**src/rtl/wave_gen.sv**
```systemverilog
`default_nettype none
// ============================================================================
// Module   : wave_gen
// Purpose  : Audio sine-sample generator. Each rising edge of aud_req yields
//            one signed 16-bit sample amp*sin(phi). The phase then advances by
//            a per-sample step. Step and amplitude arrive as IEEE-754 singles.
//            The sine is computed with a 16-iteration rotation-mode CORDIC.
// Ports    : clk       in   1  system clock, rising edge
//            reset     in   1  synchronous, active-high reset
//            aud_req   in   1  sample request (rising edge starts a sample)
//            aud_step  in  32  float, phase increment in radians per sample
//            aud_amp   in  32  float, peak amplitude in output LSBs
//            aud_data  out 16  signed two's-complement sample
//            aud_done  out  1  high while aud_data holds the latest result
// Revision : 1.0  initial release
// ============================================================================
module wave_gen (
  input  logic        clk,
  input  logic        reset,
  input  logic        aud_req,
  input  logic [31:0] aud_step,
  input  logic [31:0] aud_amp,
  output logic [15:0] aud_data,
  output logic        aud_done
);

  // --------------------------------------------------------------------------
  // Constants. Angles are unsigned/signed Q3.29 radians.
  // --------------------------------------------------------------------------
  localparam logic [2:0] S_IDLE     = 3'd0;
  localparam logic [2:0] S_DECODE   = 3'd1;
  localparam logic [2:0] S_PRESCALE = 3'd2;
  localparam logic [2:0] S_ROTATE   = 3'd3;
  localparam logic [2:0] S_OUTPUT   = 3'd4;

  localparam logic [31:0] TWO_PI        = 32'hC90FDAA2;
  localparam logic [31:0] STEP_MAX      = 32'hC90FDAA1;  // TWO_PI - 1
  localparam logic [31:0] HALF_PI       = 32'h3243F6A9;
  localparam logic [31:0] PI            = 32'h6487ED51;
  localparam logic [31:0] THREE_HALF_PI = 32'h96CBE3FA;

  // 1/CORDIC gain in Q0.16, pre-applied to the amplitude so that the final
  // y is directly amp*sin(theta).
  localparam logic [15:0] CORDIC_K = 16'h9B75;
  localparam logic [14:0] AMP_MAX  = 15'd32767;

  // --------------------------------------------------------------------------
  // Float step -> Q3.29. The hidden-1 mantissa M (24 bits) represents
  // M * 2^(e-150); in Q3.29 that is M * 2^(e-121). Exponents of 130 and above
  // are at least 8.0, so they clamp without shifting.
  // --------------------------------------------------------------------------
  function automatic logic [31:0] decode_step(input logic [31:0] f);
    logic [7:0]  e;
    logic [31:0] m;
    logic [31:0] v;
    e = f[30:23];
    m = {8'd0, 1'b1, f[22:0]};
    v = 32'd0;
    if (e == 8'd0) begin
      v = 32'd0;                       // zero or denormal
    end else if (f[31]) begin
      v = 32'd0;                       // negative steps are not supported
    end else if (e >= 8'd130) begin
      v = STEP_MAX;                    // >= 8.0, Inf, NaN
    end else if (e >= 8'd121) begin
      v = m << (e - 8'd121);           // at most 8 places, fits in 32 bits
      if (v >= TWO_PI) begin
        v = STEP_MAX;
      end
    end else begin
      v = m >> (8'd121 - e);           // shifts of 32+ truncate to zero
    end
    return v;
  endfunction

  // --------------------------------------------------------------------------
  // Float amplitude magnitude -> unsigned integer, fraction truncated.
  // Exponents 127..141 cover [1, 32768); everything above saturates.
  // --------------------------------------------------------------------------
  function automatic logic [14:0] decode_amp(input logic [31:0] f);
    logic [7:0]  e;
    logic [23:0] m;
    logic [23:0] v;
    logic [14:0] r;
    e = f[30:23];
    m = {1'b1, f[22:0]};
    v = 24'd0;
    r = 15'd0;
    if (e < 8'd127) begin
      r = 15'd0;                       // zero, denormal or below 1.0
    end else if (e >= 8'd142) begin
      r = AMP_MAX;                     // >= 32768, Inf, NaN
    end else begin
      v = m >> (8'd150 - e);
      r = (v > 24'd32767) ? AMP_MAX : v[14:0];
    end
    return r;
  endfunction

  // --------------------------------------------------------------------------
  // Fold phi in [0, 2pi) into theta in [-pi/2, pi/2] with equal sine.
  // --------------------------------------------------------------------------
  function automatic logic signed [31:0] fold_phase(input logic [31:0] ph);
    logic [31:0] t;
    if (ph <= HALF_PI) begin
      t = ph;
    end else if (ph <= THREE_HALF_PI) begin
      t = PI - ph;
    end else begin
      t = ph - TWO_PI;                 // wraps to a negative two's-complement
    end
    return $signed(t);
  endfunction

  // --------------------------------------------------------------------------
  // atan(2^-i) in Q3.29, rounded to nearest.
  // --------------------------------------------------------------------------
  function automatic logic signed [31:0] atan_lut(input logic [3:0] i);
    logic signed [31:0] a;
    a = 32'sd0;
    case (i)
      4'd0:  a = 32'sd421657428;
      4'd1:  a = 32'sd248918915;
      4'd2:  a = 32'sd131521918;
      4'd3:  a = 32'sd66762579;
      4'd4:  a = 32'sd33510843;
      4'd5:  a = 32'sd16771755;
      4'd6:  a = 32'sd8387925;
      4'd7:  a = 32'sd4194219;
      4'd8:  a = 32'sd2097141;
      4'd9:  a = 32'sd1048575;
      4'd10: a = 32'sd524288;
      4'd11: a = 32'sd262144;
      4'd12: a = 32'sd131072;
      4'd13: a = 32'sd65536;
      4'd14: a = 32'sd32768;
      4'd15: a = 32'sd16384;
      default: a = 32'sd0;
    endcase
    return a;
  endfunction

  // --------------------------------------------------------------------------
  // State
  // --------------------------------------------------------------------------
  logic [2:0]         state_q, state_d;
  logic               req_q, req_d;
  logic [31:0]        step_in_q, step_in_d;   // raw float words, latched
  logic [31:0]        amp_in_q, amp_in_d;     //   on the accepted edge
  logic [31:0]        step_q, step_d;         // decoded step, Q3.29
  logic [14:0]        amp_mag_q, amp_mag_d;
  logic               amp_neg_q, amp_neg_d;
  logic signed [19:0] x_q, x_d;               // integer LSBs with 3 guard bits
  logic signed [19:0] y_q, y_d;
  logic signed [31:0] z_q, z_d;               // residual angle, Q3.29
  logic [3:0]         iter_q, iter_d;
  logic [31:0]        phase_q, phase_d;
  logic [15:0]        data_q, data_d;
  logic               done_q, done_d;

  // FSM-decoded controls
  logic accept;
  logic do_decode;
  logic do_prescale;
  logic do_rotate;
  logic do_output;

  logic req_rise;
  assign req_rise = aud_req & ~req_q;

  // --------------------------------------------------------------------------
  // Combinational datapath helpers
  // --------------------------------------------------------------------------
  logic [30:0]        w_amp_prod;
  logic [14:0]        w_x_init;
  logic signed [19:0] w_x_shift;
  logic signed [19:0] w_y_shift;
  logic signed [31:0] w_atan;
  logic [19:0]        w_y_abs;
  logic [17:0]        w_y_rnd;
  logic [14:0]        w_y_sat;
  logic               w_out_neg;
  logic [15:0]        w_sample;
  logic [32:0]        w_phase_sum;
  logic [31:0]        w_phase_next;

  always_comb begin
    // x0 = round(amp * K); the product stays below 2^31 for amp <= 32767
    w_amp_prod = 31'(amp_mag_q) * 31'(CORDIC_K);
    w_x_init   = 15'((w_amp_prod + 31'h0000_8000) >> 16);

    w_x_shift = x_q >>> iter_q;
    w_y_shift = y_q >>> iter_q;
    w_atan    = atan_lut(iter_q);

    // Round half away from zero by rounding the magnitude, then saturate.
    // |y| stays well below 2^19, so the negation cannot overflow.
    w_y_abs   = y_q[19] ? 20'(-y_q) : 20'(y_q);
    w_y_rnd   = 18'(({1'b0, w_y_abs} + 21'd4) >> 3);
    w_y_sat   = (w_y_rnd > 18'd32767) ? AMP_MAX : w_y_rnd[14:0];
    w_out_neg = y_q[19] ^ amp_neg_q;
    w_sample  = w_out_neg ? (16'd0 - {1'b0, w_y_sat}) : {1'b0, w_y_sat};

    // phi < TWO_PI and step <= TWO_PI-1, so one subtraction always suffices
    w_phase_sum = {1'b0, phase_q} + {1'b0, step_q};
    if (w_phase_sum >= {1'b0, TWO_PI}) begin
      w_phase_next = w_phase_sum[31:0] - TWO_PI;
    end else begin
      w_phase_next = w_phase_sum[31:0];
    end
  end

  // --------------------------------------------------------------------------
  // FSM: state register
  // --------------------------------------------------------------------------
  always_ff @(posedge clk) begin
    if (reset) begin
      state_q <= S_IDLE;
    end else begin
      state_q <= state_d;
    end
  end

  // --------------------------------------------------------------------------
  // FSM: next state
  // --------------------------------------------------------------------------
  always_comb begin
    state_d = state_q;
    case (state_q)
      S_IDLE:     if (req_rise) state_d = S_DECODE;
      S_DECODE:   state_d = S_PRESCALE;
      S_PRESCALE: state_d = S_ROTATE;
      S_ROTATE:   if (iter_q == 4'd15) state_d = S_OUTPUT;
      S_OUTPUT:   state_d = S_IDLE;
      default:    state_d = S_IDLE;
    endcase
  end

  // --------------------------------------------------------------------------
  // FSM: outputs (datapath controls)
  // --------------------------------------------------------------------------
  always_comb begin
    accept      = 1'b0;
    do_decode   = 1'b0;
    do_prescale = 1'b0;
    do_rotate   = 1'b0;
    do_output   = 1'b0;
    case (state_q)
      S_IDLE:     accept      = req_rise;
      S_DECODE:   do_decode   = 1'b1;
      S_PRESCALE: do_prescale = 1'b1;
      S_ROTATE:   do_rotate   = 1'b1;
      S_OUTPUT:   do_output   = 1'b1;
      default:    accept      = 1'b0;
    endcase
  end

  // --------------------------------------------------------------------------
  // Datapath next-state
  // --------------------------------------------------------------------------
  always_comb begin
    req_d     = aud_req;
    step_in_d = step_in_q;
    amp_in_d  = amp_in_q;
    step_d    = step_q;
    amp_mag_d = amp_mag_q;
    amp_neg_d = amp_neg_q;
    x_d       = x_q;
    y_d       = y_q;
    z_d       = z_q;
    iter_d    = iter_q;
    phase_d   = phase_q;
    data_d    = data_q;
    done_d    = done_q;

    if (accept) begin
      step_in_d = aud_step;
      amp_in_d  = aud_amp;
      done_d    = 1'b0;
    end

    if (do_decode) begin
      step_d    = decode_step(step_in_q);
      amp_mag_d = decode_amp(amp_in_q);
      amp_neg_d = amp_in_q[31];
      z_d       = fold_phase(phase_q);
    end

    if (do_prescale) begin
      x_d    = {2'b00, w_x_init, 3'b000};
      y_d    = 20'sd0;
      iter_d = 4'd0;
    end

    if (do_rotate) begin
      // Rotate toward z = 0: positive residual means rotate counter-clockwise
      if (!z_q[31]) begin
        x_d = x_q - w_y_shift;
        y_d = y_q + w_x_shift;
        z_d = z_q - w_atan;
      end else begin
        x_d = x_q + w_y_shift;
        y_d = y_q - w_x_shift;
        z_d = z_q + w_atan;
      end
      iter_d = iter_q + 4'd1;
    end

    if (do_output) begin
      data_d  = w_sample;
      done_d  = 1'b1;
      phase_d = w_phase_next;
    end
  end

  // --------------------------------------------------------------------------
  // Datapath registers
  // --------------------------------------------------------------------------
  always_ff @(posedge clk) begin
    if (reset) begin
      req_q     <= 1'b0;
      step_in_q <= 32'd0;
      amp_in_q  <= 32'd0;
      step_q    <= 32'd0;
      amp_mag_q <= 15'd0;
      amp_neg_q <= 1'b0;
      x_q       <= 20'sd0;
      y_q       <= 20'sd0;
      z_q       <= 32'sd0;
      iter_q    <= 4'd0;
      phase_q   <= 32'd0;
      data_q    <= 16'd0;
      done_q    <= 1'b0;
    end else begin
      req_q     <= req_d;
      step_in_q <= step_in_d;
      amp_in_q  <= amp_in_d;
      step_q    <= step_d;
      amp_mag_q <= amp_mag_d;
      amp_neg_q <= amp_neg_d;
      x_q       <= x_d;
      y_q       <= y_d;
      z_q       <= z_d;
      iter_q    <= iter_d;
      phase_q   <= phase_d;
      data_q    <= data_d;
      done_q    <= done_d;
    end
  end

  assign aud_data = data_q;
  assign aud_done = done_q;

endmodule
`default_nettype wire

```
**config.mk**
```make
export PLATFORM = sky130hd
export DESIGN_NAME = wave_gen
export DESIGN_NICKNAME = d
export VERILOG_FILES = /design/src/rtl/wave_gen.sv
export SDC_FILE = /design/constraint.sdc
export NUM_CORES = 2
export LEC_CHECK = 0
export BUFFER_PORTS_ARGS = -buffer_cell sky130_fd_sc_hd__buf_4
export CAP_MARGIN = 25
export CORE_MARGIN = 2
export CORE_UTILIZATION = 56
export DETAILED_ROUTE_END_ITERATION = 10
export GPL_TIMING_DRIVEN = 0
export HOLD_SLACK_MARGIN = 0.06
export MAX_ROUTING_LAYER = met4
export PLACE_DENSITY = 0.73
export SYNTH_ARGS = -nofsm -noshare
export SYNTH_HDL_FRONTEND = slang
export SYNTH_SLANG_ARGS = --single-unit
```
**constraint.sdc**
```tcl
create_clock -name clk -period 14.2 [get_ports clk]
set_clock_uncertainty 0.1 [all_clocks]
set_input_delay 0.71 -clock clk [delete_from_list [all_inputs] [get_ports clk]]
set_output_delay 0.71 -clock clk [all_outputs]
set_load 0.01 [all_outputs]
```
* Word level (Yosys, flattened, before mapping)
Memories as Yosys holds them, arrays and structs flattened. A register that Yosys moved wholly into a read port is not among the register bits.
Index checks and enable logic that the tools add are counted.
W data, S select, Z words.
** Word-level totals
- Logic and storage cells :: 102
- Memory bits (read-only) :: 464
- Register bits after elaboration :: 241
- Input bits :: 67
- Memories :: 1
** Memories
- (name not given) :: words 16, width 29, rd ports 1, clocked after memory_dff 1, write ports 0, line 121 : case (i)
** Cells by class
- Reduce and logical (&&, ||, !) cells :: 6
- Shifts and indexed selects :: 5
- Muxes and demuxes :: 37
- Add/subtract/negate cells :: 18
- Multiply operators :: 1
- Bitwise gates (word level) :: 3
- Eq/ne operators :: 7
- Magnitude comparators :: 10
** Operator list (number)
- $mux W32 :: 11
- $mux W20 :: 7
- $sub A32 B32 Y32 const B :: 2
- $mux W15 :: 4
- $add A20 B20 Y20 :: 2
- $sshr A20 B4 Y20 :: 2
- $sub A20 B20 Y20 :: 2
- $add A32 B32 Y33 :: 1
- $ge A33 B32 Y1 const B :: 1
- $add A32 B32 Y32 :: 1
- $ge A32 B32 Y1 const B :: 1
- $le A32 B30 Y1 const B :: 1
- $le A32 B32 Y1 const B :: 1
- $shl A24 B8 Y32 :: 1
- $shr A24 B8 Y32 :: 1
- $sub A31 B32 Y32 const A :: 1
- $sub A32 B32 Y32 :: 1
- $add A31 B16 Y31 const B :: 1
- $mul A15 B16 Y31 const B :: 1
- $gt A24 B15 Y1 const B :: 1
- $shr A24 B8 Y24 :: 1
- $add A20 B3 Y21 const B :: 1
- $neg A20 Y20 :: 1
- $gt A18 B15 Y1 const B :: 1
- 25 further kinds :: 40

* Logic depth before layout (Yosys ltp)
- Depth after elaboration :: 8
- Depth in mapped cells :: 25

* Worst setup path before layout
Ideal clock, no wire load.
- Path type :: register to register
- Start point :: register amp_mag_q[4]
- End point :: register x_q[17]
- Path buffers :: 0
- Stages on the path, launching flop included :: 24
- Setup time :: 0.117 ns
- Data required time :: 13.983 ns
- Setup slack :: 8.003 ns
- Arrival time :: 5.980 ns
- Path through :: dfxtp_1 > inv_1 > ha_1 > fa_1 > inv_1 > fa_1 > fa_1 > fa_1 > inv_1 > fa_1 > inv_1 > ha_1 > a21o_1 > a21oi_1 > o211ai_1 > a211oi_1 > o21ai_0 > a31oi_1 > o31ai_1 > a211o_1 > a31o_2 > xor2_1 > o211ai_1 > nand2_1
** Between the ends
- Word-level cells in the longest chain between the ends :: 4
** RTL lines
- from (decl) :: line 151 : logic [14:0] amp_mag_q, amp_mag_d;
- from (signal assigned) :: line 339 : amp_mag_q <= amp_mag_d;
- $mul A15 B16 Y31 :: line 189 : w_amp_prod = 31'(amp_mag_q) * 31'(CORDIC_K);
- $add A31 B16 Y31 :: line 190 : w_x_init = 15'((w_amp_prod + 31'h0000_8000) >> 16);
- $mux W20 :: line 289 : if (do_prescale) begin
- $mux W20 :: line 295 : if (do_rotate) begin
- to (signal assigned) :: line 327 : x_q <= 20'sd0;
- to (signal assigned) :: line 341 : x_q <= x_d;
- to (decl) :: line 153 : logic signed [19:0] x_q, x_d;
No other way between the ends. The select of a mux whose other input is x is not followed.
A chain may end at the register's enable or synchronous reset.

* Worst setup path in the final report
- Start point :: register y_q[19]
- End point :: register data_q[12], in the netlist aud_data[12]
** Between the ends
- Word-level cells in the longest chain between the ends :: 7
** RTL lines
- from (decl) :: line 154 : logic signed [19:0] y_q, y_d;
- from (signal assigned) :: line 342 : y_q <= y_d;
- $neg A20 Y20 :: line 198 : w_y_abs = y_q[19] ? 20'(-y_q) : 20'(y_q);
- $mux W20 :: line 198
- $add A20 B3 Y21 :: line 199 : w_y_rnd = 18'(({1'b0, w_y_abs} + 21'd4) >> 3);
- $gt A18 B15 Y1 :: line 200 : w_y_sat = (w_y_rnd > 18'd32767) ? AMP_MAX : w_y_rnd[14:0];
- $mux W15 :: line 200
- $sub A1 B15 Y16 :: line 202 : w_sample = w_out_neg ? (16'd0 - {1'b0, w_y_sat}) : {1'b0, w_y_sat};
- $mux W16 * :: line 202
- to (signal assigned) :: line 346 : data_q <= data_d;
- to (decl) :: line 158 : logic [15:0] data_q, data_d;
Every way passes the cells marked *; elsewhere a longest branch is shown, timed or not.

==> metrics.md <==
| Metric | Value |
|---|---|
| Initial core utilization | `0.5638` |
| Most common cell after layout, fill and taps aside | `nand2_1` |
| Synth async-reset ratio | `0` |
| Diodes inserted | `0` |
| Sequential cell area | `between 0.005 and 0.006 sq mm` |
| Setup TNS | `0 ps` |
| Die area | `0.05714 sq mm` |
| Largest net degree at the start of global routing | `14` |
| Syn Area/Cell | `around 7.7 sq um` |
| Post-Syn Nets | `4442` |
| Largest family of logic cells by synthesized area | `compound AO/OA/AOI/OAI gates` |
| Clock Sinks | `269` |
| Total grt overflow | `0` |
| Status | `finished clean` |
| Ports | `84` |
| Sequential-to-total area share from yosys stat | `0.1741` |
| TritonCTS clock tree | `built` |
| Element type at the critical path start | `register` |
| Crit path DAT | `about 7500 ps` |
| Post-DP HPWL | `82890 um` |
| Fillers | `5097` |
| Tcrit/Tclk final | `0.4979` |
| Ys Warns | `0` |
| Area taken by multi-input logic gates | `0.02354 sq mm` |
| Routed WL per cell | `21.61 um` |
| Tot Pwr | `2.611 mW` |
| CP peak stage delay | `560 ps` |
| Worst Path Required | `between 10000 and 15000 ps` |
| FMAX | `approximately 140 MHz` |
| Synth Area in XOR/XNOR | `0.06143` |
| Syn Inst Count | `4036` |
| Max cap viols | `0` |
| Worst-Margin Slew | `roughly 1000 ps` |
| RSZ-0062 raised after global routing | `no` |
| Nets | `4565` |
| Iter 0 DRT Violations | `~3200` |
| Multiplexer area fraction after synthesis | `0.09673` |
| Number of CTS-inserted buffers | `36` |
| Critical path type | `register to register` |
| Compound-Gate Fraction of Synth Area | `0.2357` |
| CTS H-tree depth | `2` |
| Clock Path Buffers | `3` |
| Crit-path max FO | `10` |
| First-pass GRT wire length | `165800 um` |
| Area growth syn-to-layout | `9.043%` |
| Maximum vdd drop | `0.0001006 V` |
| Synth Area in Simple Gates | `0.2053` |
| Vias in the first global route | `29700` |
| Hold Fails Final Rpt | `0` |
| Tmin final | `7070 ps` |
| Worst Hold Class | `input pin to register` |
| Port buffer count | `83` |
| Unique masters post-synth | `about 100` |
| Leak | `~14 nW` |
| Max Slew Vio Count | `0` |
| Drt total wl | `105700 um` |
| Initial antenna violation count | `0` |
| Share of cells above drive strength 1 | `0.07479` |
| Most frequent cells in the layout | `nand2_1 (455), a21oi_1 (363), nor2_1 (361), dfxtp_1 (269), inv_1 (248)` |
| Post-CTS setup repair buffer count | `0` |
| Cts hold-fix bufs | `0` |
| Site row count | `86` |
| Pre-antenna DRT Iters | `8` |
| Via density | `6.442` |
| CTS Root Cell | `clkbuf_16` |
| GRT Overall Usage | `0.3781` |
| GPL Wtd Cong | `1.005` |
| CP cell instances | `clkbuf_1, clkbuf_1, clkbuf_1, buf_1, nand2_1, xnor2_1, ha_1, nand3_1, or4_1, a211oi_1, nor2_1, clkbuf_1, clkbuf_1, nor2_1, ha_1, nor3b_1, or3b_2, nor3_1, a31oi_1, xnor2_1, nand2_1, a21oi_1` |
| Setup ws final | `just over 7000 ps` |
| FF+latch count, synth | `269` |
| Die Ht | `239.1 um` |
| Detailed-route DRC error count | `0` |
| Slew HR | `0.3013` |
| Worst slack, placed | `7291 ps` |
| Top_reg_cell synth | `dfxtp_1` |
| Netlist area before placement | `~0.031 sq mm` |
| Total number of vias | `between 30000 and 40000` |
| ANT nets after route | `0` |
| Adder-Cell Fraction of Synth Area | `0.1614` |
| P per Cell Area | `77.39 mW/mm^2` |
| Kind of end point of the critical path | `register` |
| Resized cells post-CTS | `0` |
| Skew-Pair Late Insertion Delay | `570 ps` |
| Reg clk slew, reported paths | `about 60 ps` |
| Crit-path slowest cell | `or4_1` |
| Number of synthesized flops with an enable pin | `0` |
| Most used cell, CP | `clkbuf_1` |
| Area of the core | `about 0.055 sq mm` |
| DIE WIDTH | `239.1 um` |
| Finish-stage setup viols | `0` |
==> per-stage QoR <==
stage	utilization	hold slack [ps]	cell area, sq um	cells
after floorplan	-	331.5	30940	4036
after global placement	0.5912	341.7	32440	4823
after detailed placement	0.5915	343.8	32460	4825
after CTS	0.6148	281.3	33740	4889
after global routing	0.6148	299.4	33740	4889
final	0.6148	285.9	33740	4889
==> Yosys cell counts (all sizes together) (74+ instances only) <==
| cell | number | area, sq um |
|---|---|---|
| nand2 | 455 | 1708 |
| a21oi | 365 | 1842 |
| nor2 | 362 | 1366 |
| dfxtp | 269 | 5385 |
| inv | 249 | 934.6 |
| ha | 240 | 3003 |
| o21ai | 209 | 1050 |
| clkbuf | 207 | 777.0 |
| nor3 | 144 | 735.7 |
| xnor2 | 123 | 1077 |
| fa | 99 | 1982 |
| xor2 | 94 | 823.3 |
| mux2i | 92 | 924.6 |
| nand3 | 86 | 430.4 |
| a211oi | 77 | 583.1 |
| mux4 | 74 | 1727 |
==> flip-flops by register name, indices dropped and copies added, names as in the netlist, 3 cells and up <==
signal	cells
amp_in_q	32
phase_q	32
step_in_q	32
step_q	32
z_q	32
w_atan	28
x_q	20
y_q	20
aud_data	16
amp_mag_q	15
iter_q	4
state_q	3
==> layer usage <==
metal	GRT usage	vias to the layer above	routed length, um
met5	-	-	0
met4	0.1430	0	4521
met3	0.04827	258	8648
met2	0.5962	1440	47390
met1	0.4961	14980	45090
li1	-	14820	-
==> area by class of cell <==
class | count | share of cell area
well taps | 704 | 0.02611
plain buffers | 263 | 0.03178
clock buffers | 47 | 0.03126
repair buffers | 85 | 0.01884
inverters | 253 | 0.02815
flip-flops and latches | 269 | 0.1596
multi-input cells | 3251 | 0.6977
clock inverters | 17 | 0.006527
==> worst max-delay path, delay by kind of cell, from the launching register on <==
kind	cells	cell delay [ps]
AND/OR/NAND/NOR	9	2550
buffers and inverters	6	2380
AO/OA/AOI/OAI	3	670
adder cells (fa/ha/maj)	2	510
flip-flops	1	440
XOR/XNOR	2	340
==> cells by family after synthesis <==
kind of cell | after synthesis
flip-flops | 269
multiplexers | 196
adder cells (fa/ha/maj) | 340
XOR/XNOR | 217
AND/OR/NAND/NOR | 1366
buffers and inverters | 516
AO/OA/AOI/OAI | 1132
==> power breakdown <==
| group | switching, mW | internal (mW) |
|---|---|---|
| registers | 0.0384 | 0.786 |
| logic | 0.490 | 0.307 |
| clock network | 0.390 | 0.600 |
| total | 0.918 | 1.69 |
==> path summary, 6_finish.rpt <==
kind | slack [ps] | end | cells after the start | from
worst min-delay path | 290 | amp_in_q[1] | 3 | aud_amp[1]
worst max register to register | 7130 | aud_data[12] | 22 | y_q[19]
worst min register to register | 350 | aud_data[2] | 2 | aud_data[2]
worst max-delay path | 7130 | aud_data[12] | 22 | y_q[19]
(Power assumes the default switching activity.)
